--- src/rtl/regfl_wr_arb.sv ---
// Round-robin write-port arbiter feeding the regfl write port.
// Ports: clk, rst_b, req/idx/dat in, [lock], gnt, we/s/d/owner out.
// Optional burst lock: define REGFL_ARB_LOCK_EN to add the lock port.
module regfl_wr_arb #(
  parameter int N  = 4,
  parameter int W  = 64,
  parameter int AW = 3
) (
  input  logic                   clk,
  input  logic                   rst_b,
  input  logic [N-1:0]           req,
  input  logic [N*AW-1:0]        idx,
  input  logic [N*W-1:0]         dat,
`ifdef REGFL_ARB_LOCK_EN
  input  logic [N-1:0]           lock,
`endif
  output logic [N-1:0]           gnt,
  output logic                   we,
  output logic [AW-1:0]          s,
  output logic [W-1:0]           d,
  output logic [$clog2(N)-1:0]   owner
);

  localparam int PW = $clog2(N);

  logic [PW-1:0] ptr;
  logic [PW-1:0] sel;
  logic [PW-1:0] nxt;
  logic [PW-1:0] j;
  logic          hit;
  int            jj;

`ifdef REGFL_ARB_LOCK_EN
  logic          locked;
  logic [2:0]    beat;
`endif

  // Scan downward so the lowest offset from ptr wins.
  always_comb begin
    hit = 1'b0;
    sel = ptr;
    jj  = 0;
    j   = '0;
    for (int k = N - 1; k >= 0; k--) begin
      jj = (int'(ptr) + k) % N;
      j  = PW'(jj);
      if (req[j]) begin
        hit = 1'b1;
        sel = j;
      end
    end
`ifdef REGFL_ARB_LOCK_EN
    // While locked, ptr holds the burst owner.
    if (locked) begin
      hit = req[ptr];
      sel = ptr;
    end
`endif
    gnt = '0;
    if (hit && rst_b) gnt[sel] = 1'b1;
  end

  assign nxt = (sel == PW'(N - 1)) ? '0 : sel + 1'b1;

  always_ff @(posedge clk or negedge rst_b) begin
    if (!rst_b) begin
      ptr   <= '0;
      we    <= 1'b0;
      s     <= '0;
      d     <= '0;
      owner <= '0;
`ifdef REGFL_ARB_LOCK_EN
      locked <= 1'b0;
      beat   <= '0;
`endif
    end else if (hit) begin
      we    <= 1'b1;
      s     <= idx[sel*AW +: AW];
      d     <= dat[sel*W +: W];
      owner <= sel;
      ptr   <= nxt;
`ifdef REGFL_ARB_LOCK_EN
      if (!locked) begin
        if (lock[sel]) begin
          locked <= 1'b1;
          beat   <= 3'd1;
          ptr    <= sel;
        end
      end else if (lock[sel] && beat != 3'd7) begin
        beat <= beat + 3'd1;
        ptr  <= sel;
      end else begin
        // Lock dropped or 8th beat: re-arbitrate.
        locked <= 1'b0;
        beat   <= '0;
      end
`endif
    end else begin
      we <= 1'b0;
`ifdef REGFL_ARB_LOCK_EN
      // Owner let req fall: release the lock.
      if (locked) begin
        locked <= 1'b0;
        beat   <= '0;
        ptr    <= nxt;
      end
`endif
    end
  end

endmodule

--- config.mk ---
export PLATFORM = sky130hd
export DESIGN_NAME = regfl_wr_arb
export DESIGN_NICKNAME = d
export VERILOG_FILES = /design/src/rtl/regfl_wr_arb.sv
export SDC_FILE = /design/constraint.sdc
export NUM_CORES = 1
export LEC_CHECK = 0
export BUFFER_PORTS_ARGS = -buffer_cell sky130_fd_sc_hd__buf_2
export CAP_MARGIN = 20
export CORE_AREA = 3 3 134 136
export DETAILED_ROUTE_END_ITERATION = 8
export DIE_AREA = 0 0 137 139
export PLACE_DENSITY = 0.69
export SKIP_CTS_REPAIR_TIMING = 1
export SLEW_MARGIN = 20
export SYNTH_ARGS = -nofsm -noshare
export SYNTH_HDL_FRONTEND = slang
export SYNTH_SLANG_ARGS = --single-unit
--- constraint.sdc ---
create_clock -name clk -period 2.6 [get_ports clk]
set_clock_uncertainty 0.15 [all_clocks]
set_input_delay 0.26 -clock clk [delete_from_list [all_inputs] [get_ports clk]]
set_output_delay 0.26 -clock clk [all_outputs]
set_load 0.005 [all_outputs]
==> results of run 1 <==
[layout by cell type (no fill, tap or decap), types with 2 or more instances in the layout]
| master | instances |
|---|---|
| buf_12 | 4 |
| nor2_1 | 74 |
| nand2_1 | 3 |
| clkinv_2 | 3 |
| buf_4 | 10 |
| o21ai_0 | 2 |
| and3_1 | 2 |
| mux2i_1 | 67 |
| buf_2 | 346 |
| inv_1 | 68 |
| nor2b_1 | 4 |
| clkbuf_16 | 10 |
| ha_1 | 2 |
| a31oi_1 | 68 |
| dfrtp_1 | 71 |
| a211oi_1 | 135 |
[registers in the layout (all words and copies together) (netlist names)]
signal and flops:
d 64, we 1, s 3, ptr 2
owner 2
[synthesized netlist by cell type, types with 2 or more instances]
master,instances,area share (%)
dfrtp_1,72,36
a211oi_1,135,20
mux2i_1,67,14
buf_2,3,0.30
nand2_1,3,0.23
buf_1,3,0.23
nor2b_1,5,0.63
inv_1,68,5.2
o21bai_1,2,0.30
o2111ai_1,2,0.35
o21ai_0,3,0.30
and3_1,3,0.38
ha_1,2,0.51
a31oi_1,68,8.6
clkbuf_1,48,3.6
nor2_1,75,5.7
buf_4,5,0.76
[critical path, stage by stage, from the launching register on]
cell	delay, ps
dfrtp_1	440
nor2b_1	250
o21bai_4	110
and3_2	310
inv_6	120
buf_16	230
nor2_1	70
buf_2	130
[per-stage QoR]
stage / worst slack [ps] / cells
final: 170.2 / 1118
after global routing: 68.00 / 1118
after CTS: -20.80 / 1116
after detailed placement: 271.1 / 1101
after global placement: 274.1 / 1101
after floorplan: 475.9 / 577
[logic make-up after synthesis]
family,Yosys count,share of synthesized area (%)
AO/OA/AOI/OAI,214,30.55
buffers and inverters,131,11.20
AND/OR/NAND/NOR,89,7.354
flip-flops,72,36.39
multiplexers,69,14.00
adder cells (fa/ha/maj),2,0.5054
[final cells by class]
class	instances	area [um^2]
clock buffers	11	242.7
well taps	225	281.5
fillers	1748	9822
inverters	69	264.0
flip-flops and latches	72	1803
multi-input cells	374	2649
clock inverters	4	45.04
repair buffers	363	1949
[worst paths after layout]
check | startpoint | depth (start not counted) | end
max in group asynchronous | rst_b | 3 | d[50]
hold reg to reg | owner[0] | 1 | owner[0]
setup / recovery | ptr[0] | 7 | gnt[1]
setup reg to reg | ptr[0] | 5 | d[8]
hold / removal | dat[229] | 3 | d[37]
min in group asynchronous | rst_b | 2 | ptr[0]
[power groups by stage]
stage / Sequential [mW] / Combinational (mW) / Clock, mW
after floorplan: 2.03 / 2.07 / 0
after CTS: 2.00 / 3.54 / 1.30
after detailed placement: 2.01 / 3.54 / 0
after global placement: 2.00 / 3.50 / 0
final: 2.00 / 3.60 / 1.27
after global routing: 2.07 / 3.93 / 1.34
[routing by layer]
layer / wire length (um) / vias up
li1: - / 2750
met1: 7775 / 2667
met2: 9861 / 298
met3: 1716 / 49
met4: 502 / 2
met5: 13 / -
==> metrics.csv, run 1 <==
metric;value;unit
outcome;complete, no violations;
grt-ovfl-total;0;
ys_async_sr_fraction;100.0;%
start_kind;register;
total_power;6.860;mW
area_growth;46.12;%
power.density;948.2;nW/um^2
fin_nets;1165;
worstSkewPairLatency;330;ps
grt_usage;19.89;%
seqPwrFrac;29.1;%
cp_data_arrival_time;2020;ps
place_congestion;0.8464;
tns;0;ps
synth_area;4951;um^2
max_freq;411.6;MHz
worstPathMaxFanout;25;
end_kind;output port;
leakagePower;3.670;nW
grt_setup_unrepaired;no;
htreeDepth;3;
cts_buffers;9;
io_pins;348;
cts_tree;built;
worst_pin_slew;834.3;ps
finalWirelength;19870;um
dp_hpwl;13760;um
ant_nets;0;
vias;5766;
cts_root_buf;clkbuf_16;
wl_per_cell;17.77;um
antenna_found_initial;1;
route.detailed.drc;0;
design_area;7234;um^2
grt_pass1_vias;5868;
ys.flop_type;dfrtp_1;
synth_edf_count;0;
switchingPower;2.831;mW
synth_seq_cells;72;
avgSynthCellArea;8.581;um^2
whs;96.66;ps
use_met2;34.86;%
hold_path_class;in -> reg;
use_met3;5.406;%
slew_headroom;44.38;%
busiest_layer;met2;
crit_type;reg -> out;
pwr-share-comb;52.4;%
first_pass_iters;5;
via_per_inst;5.157;
yosysSeqAreaShare;36.39;%
vdd_drop_max;0.0004631;V
syn_inst;577;
finalMaxSlewViolations;0;
grt_max_degree;68;
p_sw_share;41.28;%
use_met1;23.23;%
p_clk_share;18.5;%
yosysWarnings;0;
rrSetupSlack;270;ps
drt_iter0_drc;343;
die-area;19040;um^2
die_h;139;um
num_antenna_cells;0;
drv_cap;0;
start_util;29.03;%
power.internal;4.028;mW
core;17060;um^2
port_buffers;347;
clockBufferDepth;2;
final.min_clock_period;2430;ps
grt_pass1_wl;30230;um
clkSinkCount;72;
finalHoldViolations;0;
drive_above_1_share;43.34;%
path_clk_slew;60;ps
synthDistinctLibCells;30;
rows;48;
fin_crit_sh;93.45;%
placed_area;6900;um^2
crit_required;2190;ps
synth_nets;853;
setup_viol_count_final;0;
final_core_util;42.41;%
die_w;137;um
No activity file was read; power rests on OpenSTA's default activity.
==> inputs of run 2 (changes only) <==
--- a/config.mk
+++ b/config.mk
@@ -10,7 +10,7 @@
 export CORE_AREA = 3 3 134 136
 export DETAILED_ROUTE_END_ITERATION = 8
 export DIE_AREA = 0 0 137 139
-export PLACE_DENSITY = 0.69
+export PLACE_DENSITY = 0.68
 export SKIP_CTS_REPAIR_TIMING = 1
 export SLEW_MARGIN = 20
 export SYNTH_ARGS = -nofsm -noshare
==> run 2 against run 1 <==
Worst hold slack gained 21 ps; global-route usage shrank 0.41 points; non-clock buffer count shrank 2; critical path type unchanged.
==> metrics.csv, run 2 (same netlist as run 1, synthesis figures left out) <==
metric;value;unit;change
slowest_delay;450;ps;was 440 ps
grt_usage;19.48;%;was 19.89%
use_met3;2.975;%;was 5.406%
first_pass_iters;5;;unchanged
largest_reg_flops;64;;unchanged
fin_crit_sh;95.41;%;was 93.45%
io_pins;348;;unchanged
use_met2;34.70;%;was 34.86%
via_per_inst;5.113;;was 5.157
cp.depth;7;;unchanged
outcome;complete, no violations;;unchanged
drv_cap;0;;unchanged
die_w;137;um;unchanged
top_register;d;;unchanged
instances_no_fill;1114;;was 1118
cp_slowest_cell;dfrtp_1;;unchanged
placed_area;6918;um^2;was 6900 um^2
cts_root_buf;clkbuf_16;;unchanged
final.min_clock_period;2481;ps;was 2430 ps
path_clk_slew;60;ps;about the same
design_area;7218;um^2;was 7234 um^2
grt-ovfl-total;0;;unchanged
grt_pass1_vias;5710;;was 5868
end_kind;output port;;unchanged
finalHoldViolations;0;;unchanged
drive_above_1_share;43.31;%;was 43.34%
dp_cells;1100;;was 1101
die_h;139;um;unchanged
num_antenna_cells;0;;unchanged
dp_hpwl;13780;um;was 13760 um
hold_depth;3;;unchanged
use_met1;23.23;%;about the same
crit_required;2190;ps;about the same
die-area;19040;um^2;unchanged
place_congestion;0.8063;;was 0.8464
crit_type;reg -> out;;unchanged
ant_nets;0;;unchanged
slew_headroom;37.44;%;was 44.38%
start_util;29.03;%;unchanged
hold_path_class;in -> reg;;unchanged
vias;5696;;was 5766
finalMaxSlewViolations;0;;unchanged
final_common_cell;buf_2;;unchanged
power.density;935.8;nW/um^2;was 948.2 nW/um^2
cts_buffers;9;;unchanged
route.detailed.drc;0;;unchanged
worst_pin_slew;936.1;ps;was 834.3 ps
worstSkewPairLatency;320;ps;was 330 ps
clkSinkCount;72;;unchanged
critPathBufInv;2;;was 3
worstPathMaxFanout;14;;was 25
whs;117.3;ps;was 96.66 ps
total_power;6.755;mW;was 6.860 mW
cp_data_arrival_time;2070;ps;was 2020 ps
busiest_layer;met2;;unchanged
wl_per_cell;17.43;um;was 17.77 um
leakagePower;3.659;nW;was 3.670 nW
start_kind;register;;unchanged
final_cell_mix;buf_2, a211oi_1, nor2_1;;unchanged
finalWirelength;19420;um;was 19870 um
setup_viol_count_final;0;;unchanged
top_regs;d: 64 flops, s: 3 flops;;unchanged
fin_ws;119.3;ps;was 170.2 ps
grt_setup_unrepaired;no;;unchanged
vdd_drop_max;0.0005065;V;was 0.0004631 V
core;17060;um^2;unchanged
clockBufferDepth;2;;unchanged
cts_tree;built;;unchanged
area_growth;45.79;%;was 46.12%
antenna_found_initial;0;;was 1
rows;48;;unchanged
max_freq;403.1;MHz;was 411.6 MHz
htreeDepth;3;;unchanged
crit_family;simple AND/OR/NAND/NOR gates;;unchanged
port_buffers;347;;unchanged
drt_iter0_drc;263;;was 343
fin_nets;1163;;was 1165
grt_max_degree;76;;was 68
ff2ff_path_depth;5;;unchanged
post-place-ws;224.5;ps;was 271.1 ps
grt_pass1_wl;29460;um;was 30230 um
cp_cell_sequence;nor2b_2, o21bai_4, and3_2, buf_4, ha_1, and3_1, buf_2;;was nor2b_1, o21bai_4, and3_2, inv_6, buf_16, nor2_1, buf_2
[run 2: final cells by class]
class	instances	area, um^2
inverter	69	264.0
tap	225	281.5
timing repair buffer	361	1938
fill	1723	9838
sequential	72	1803
multi-input combinational	374	2651
clock buffer	13	280.3
[run 2: metrics by stage]
stage,util (%),TNS (ps)
final,42.32,0
after global routing,42.32,0
after CTS,42.20,-27.05
after detailed placement,40.56,0
after global placement,40.56,0
after floorplan,-,0
[run 2: power by group]
part           total [mW]  switching [mW]  leakage, nW  internal (mW)
clock                1.19           0.457        0.140          0.735
combinational        3.55            1.98         2.71           1.57
sequential           2.01           0.330        0.809           1.68
total                6.75            2.77         3.66           3.99
[run 2: worst paths after layout]
kind,startpoint,endpoint,slack (ps)
min in group asynchronous,rst_b,ptr[1],410
hold reg to reg,owner[0],owner[0],350
max in group asynchronous,rst_b,d[51],1460
hold / removal,dat[232],d[40],120
setup / recovery,ptr[0],gnt[3],120
setup reg to reg,ptr[0],d[27],340
[run 2: worst min-delay path, stage by stage]
cell	delay (ps)
buf_2	100
mux2i_1	120
a211oi_1	80
[run 2: per-layer routing]
layer	wire [um]	vias to the layer above
li1	-	2748
met1	7665	2628
met2	9736	285
met3	1454	35
met4	566	0
met5	0	-
==> inputs of run 3 (changes only) <==
--- a/config.mk
+++ b/config.mk
@@ -8,6 +8,7 @@
 export BUFFER_PORTS_ARGS = -buffer_cell sky130_fd_sc_hd__buf_2
 export CAP_MARGIN = 20
 export CORE_AREA = 3 3 134 136
+export CTS_CLUSTER_DIAMETER = 30
 export DETAILED_ROUTE_END_ITERATION = 8
 export DIE_AREA = 0 0 137 139
 export PLACE_DENSITY = 0.68
==> constraint.sdc (replaced) <==
create_clock -name clk -period 2.6 [get_ports clk]
set_clock_uncertainty 0.15 [all_clocks]
set_input_delay 0.78 -clock clk [delete_from_list [all_inputs] [get_ports clk]]
set_output_delay 0.78 -clock clk [all_outputs]
set_load 0.005 [all_outputs]
==> run 3 against run 2 <==
The flow now finishes with violations (negative setup slack); combinational power up 3%; register-to-register slack worse by 110 ps; global-route usage up 0.51 points; fmax down 12%; sequential power about the same; highest routed layer unchanged.
==> metrics.csv, run 3 (same netlist as run 1, synthesis figures left out) <==
metric;value;unit;change
leakagePower;3.752;nW;was 3.659 nW
cp_data_arrival_time;1880;ps;was 2070 ps
route.detailed.drc;0;;unchanged
final_common_cell;buf_2;;unchanged
worstPathMaxFanout;6;;was 14
place_congestion;0.8138;;was 0.8063
layout.area.seq;1802;um^2;was 1803 um^2
fin_ws;-212.8;ps;was 119.3 ps
outcome;complete, but fails checks;;was complete, no violations
hold_path_class;in -> async;;was in -> reg
drv_cap;0;;unchanged
die-area;19040;um^2;unchanged
clkSinkCount;72;;unchanged
start_kind;primary input;;was register
violations;negative setup slack;;
largest_reg_flops;64;;unchanged
ant_nets;0;;unchanged
finalWirelength;19910;um;was 19420 um
first_pass_iters;5;;unchanged
grt-ovfl-total;0;;unchanged
slew_headroom;42.66;%;was 37.44%
grt_pass1_wl;30130;um;was 29460 um
post-place-ws;-461.5;ps;was 224.5 ps
die_h;139;um;unchanged
cts_buffers;9;;unchanged
vdd_drop_max;0.0004844;V;was 0.0005065 V
finalHoldViolations;0;;unchanged
setup_viol_count_final;4;;was 0
worstSkewPairLatency;330;ps;was 320 ps
dp_hpwl;13970;um;was 13780 um
fin_crit_sh;108.2;%;was 95.41%
grt_setup_unrepaired;yes;;was no
io_pins;348;;unchanged
htreeDepth;3;;unchanged
final_cell_mix;buf_2, a211oi_1, dfrtp_1;;was buf_2, a211oi_1, nor2_1
max_freq;355.5;MHz;was 403.1 MHz
fin_nets;1179;;was 1163
via_per_inst;5.110;;was 5.113
drive_above_1_share;45.26;%;was 43.31%
antenna_found_initial;1;;was 0
area_growth;49.73;%;was 45.79%
top_register;d;;unchanged
grt_pass1_vias;5814;;was 5710
die_w;137;um;unchanged
cts_root_buf;clkbuf_16;;unchanged
ff2ff_path_depth;6;;was 5
crit_type;in -> out;;was reg -> out
wl_per_cell;17.55;um;was 17.43 um
placed_area;7034;um^2;was 6918 um^2
final.min_clock_period;2813;ps;was 2481 ps
tns;-735.5;ps;was 0 ps
start_util;29.03;%;unchanged
finalMaxSlewViolations;0;;unchanged
port_buffers;347;;unchanged
path_clk_slew;60;ps;about the same
grt_usage;19.98;%;was 19.48%
multi_input_area;2720;um^2;was 2651 um^2
vias;5795;;was 5696
end_kind;output port;;unchanged
rows;48;;unchanged
worst_pin_slew;860.1;ps;was 936.1 ps
top_regs;d: 64 flops, s: 3 flops;;unchanged
power.density;932.9;nW/um^2;was 935.8 nW/um^2
whs;95.77;ps;was 117.3 ps
design_area;7413;um^2;was 7218 um^2
drt_iter0_drc;335;;was 263
grt_max_degree;68;;was 76
total_power;6.916;mW;was 6.755 mW
nFillCells;1736;;was 1723
core;17060;um^2;unchanged
clockBufferDepth;2;;unchanged
crit_required;1670;ps;was 2190 ps
cts_tree;built;;unchanged
-- run 3: cell types whose count changed in the layout (fill, tap and decap cells not counted), sizes merged --
| cell | before | now |
|---|---|---|
| buf | 360 | 377 |
| clkinv | 0 | 3 |
| diode | 0 | 1 |
| bufinv | 0 | 1 |
| dlygate4sd3 | 1 | 0 |
| inv | 69 | 68 |
-- run 3: worst max-delay path, stage by stage --
cell and delay (ps):
buf_6 110, nor2b_1 150, o21bai_4 140, and3_4 230, clkinv_4 70, ha_4 150
and3_4 140, buf_6 110
-- run 3: where the power goes --
group	internal, mW	total (mW)	switching [mW]	leakage, nW
Sequential	1.68	1.98	0.301	0.810
Clock	0.794	1.27	0.480	0.150
Combinational	1.64	3.66	2.02	2.79
Total	4.11	6.92	2.81	3.75
-- run 3: metrics by stage --
step           cells  utilization [%]
3_3_place_gp    1117            41.24
4_1_cts         1133            43.00
2_1_floorplan    577                -
5_1_grt         1134            43.46
6_report        1134            43.46
3_5_place_dp    1117            41.24
-- run 3: layout make-up --
class	count	area share [%]
multi-input combinational	374	36.69
timing repair buffer	377	27.56
sequential	72	24.30
tap	225	3.797
inverter	69	3.561
clock buffer	13	3.511
clock inverter	3	0.5401
antenna	1	0.03376
-- run 3: final timing paths --
kind / start / endpoint / slack, ps
max: req[0] / gnt[2] / -210
min: rst_b / ptr[1] / 100
max reg2reg: ptr[0] / d[44] / 230
min reg2reg: owner[0] / owner[0] / 370
max in group asynchronous: rst_b / d[52] / 1340
min in group clk: owner[0] / owner[0] / 370
-- run 3: per-layer routing --
layer / GRT usage (%) / wire length (um) / vias up
met5: 0 / 0 / -
met4: 8.561 / 590 / 0
met3: 4.499 / 1654 / 38
met2: 35.30 / 10030 / 282
met1: 22.86 / 7631 / 2697
li1: - / - / 2778
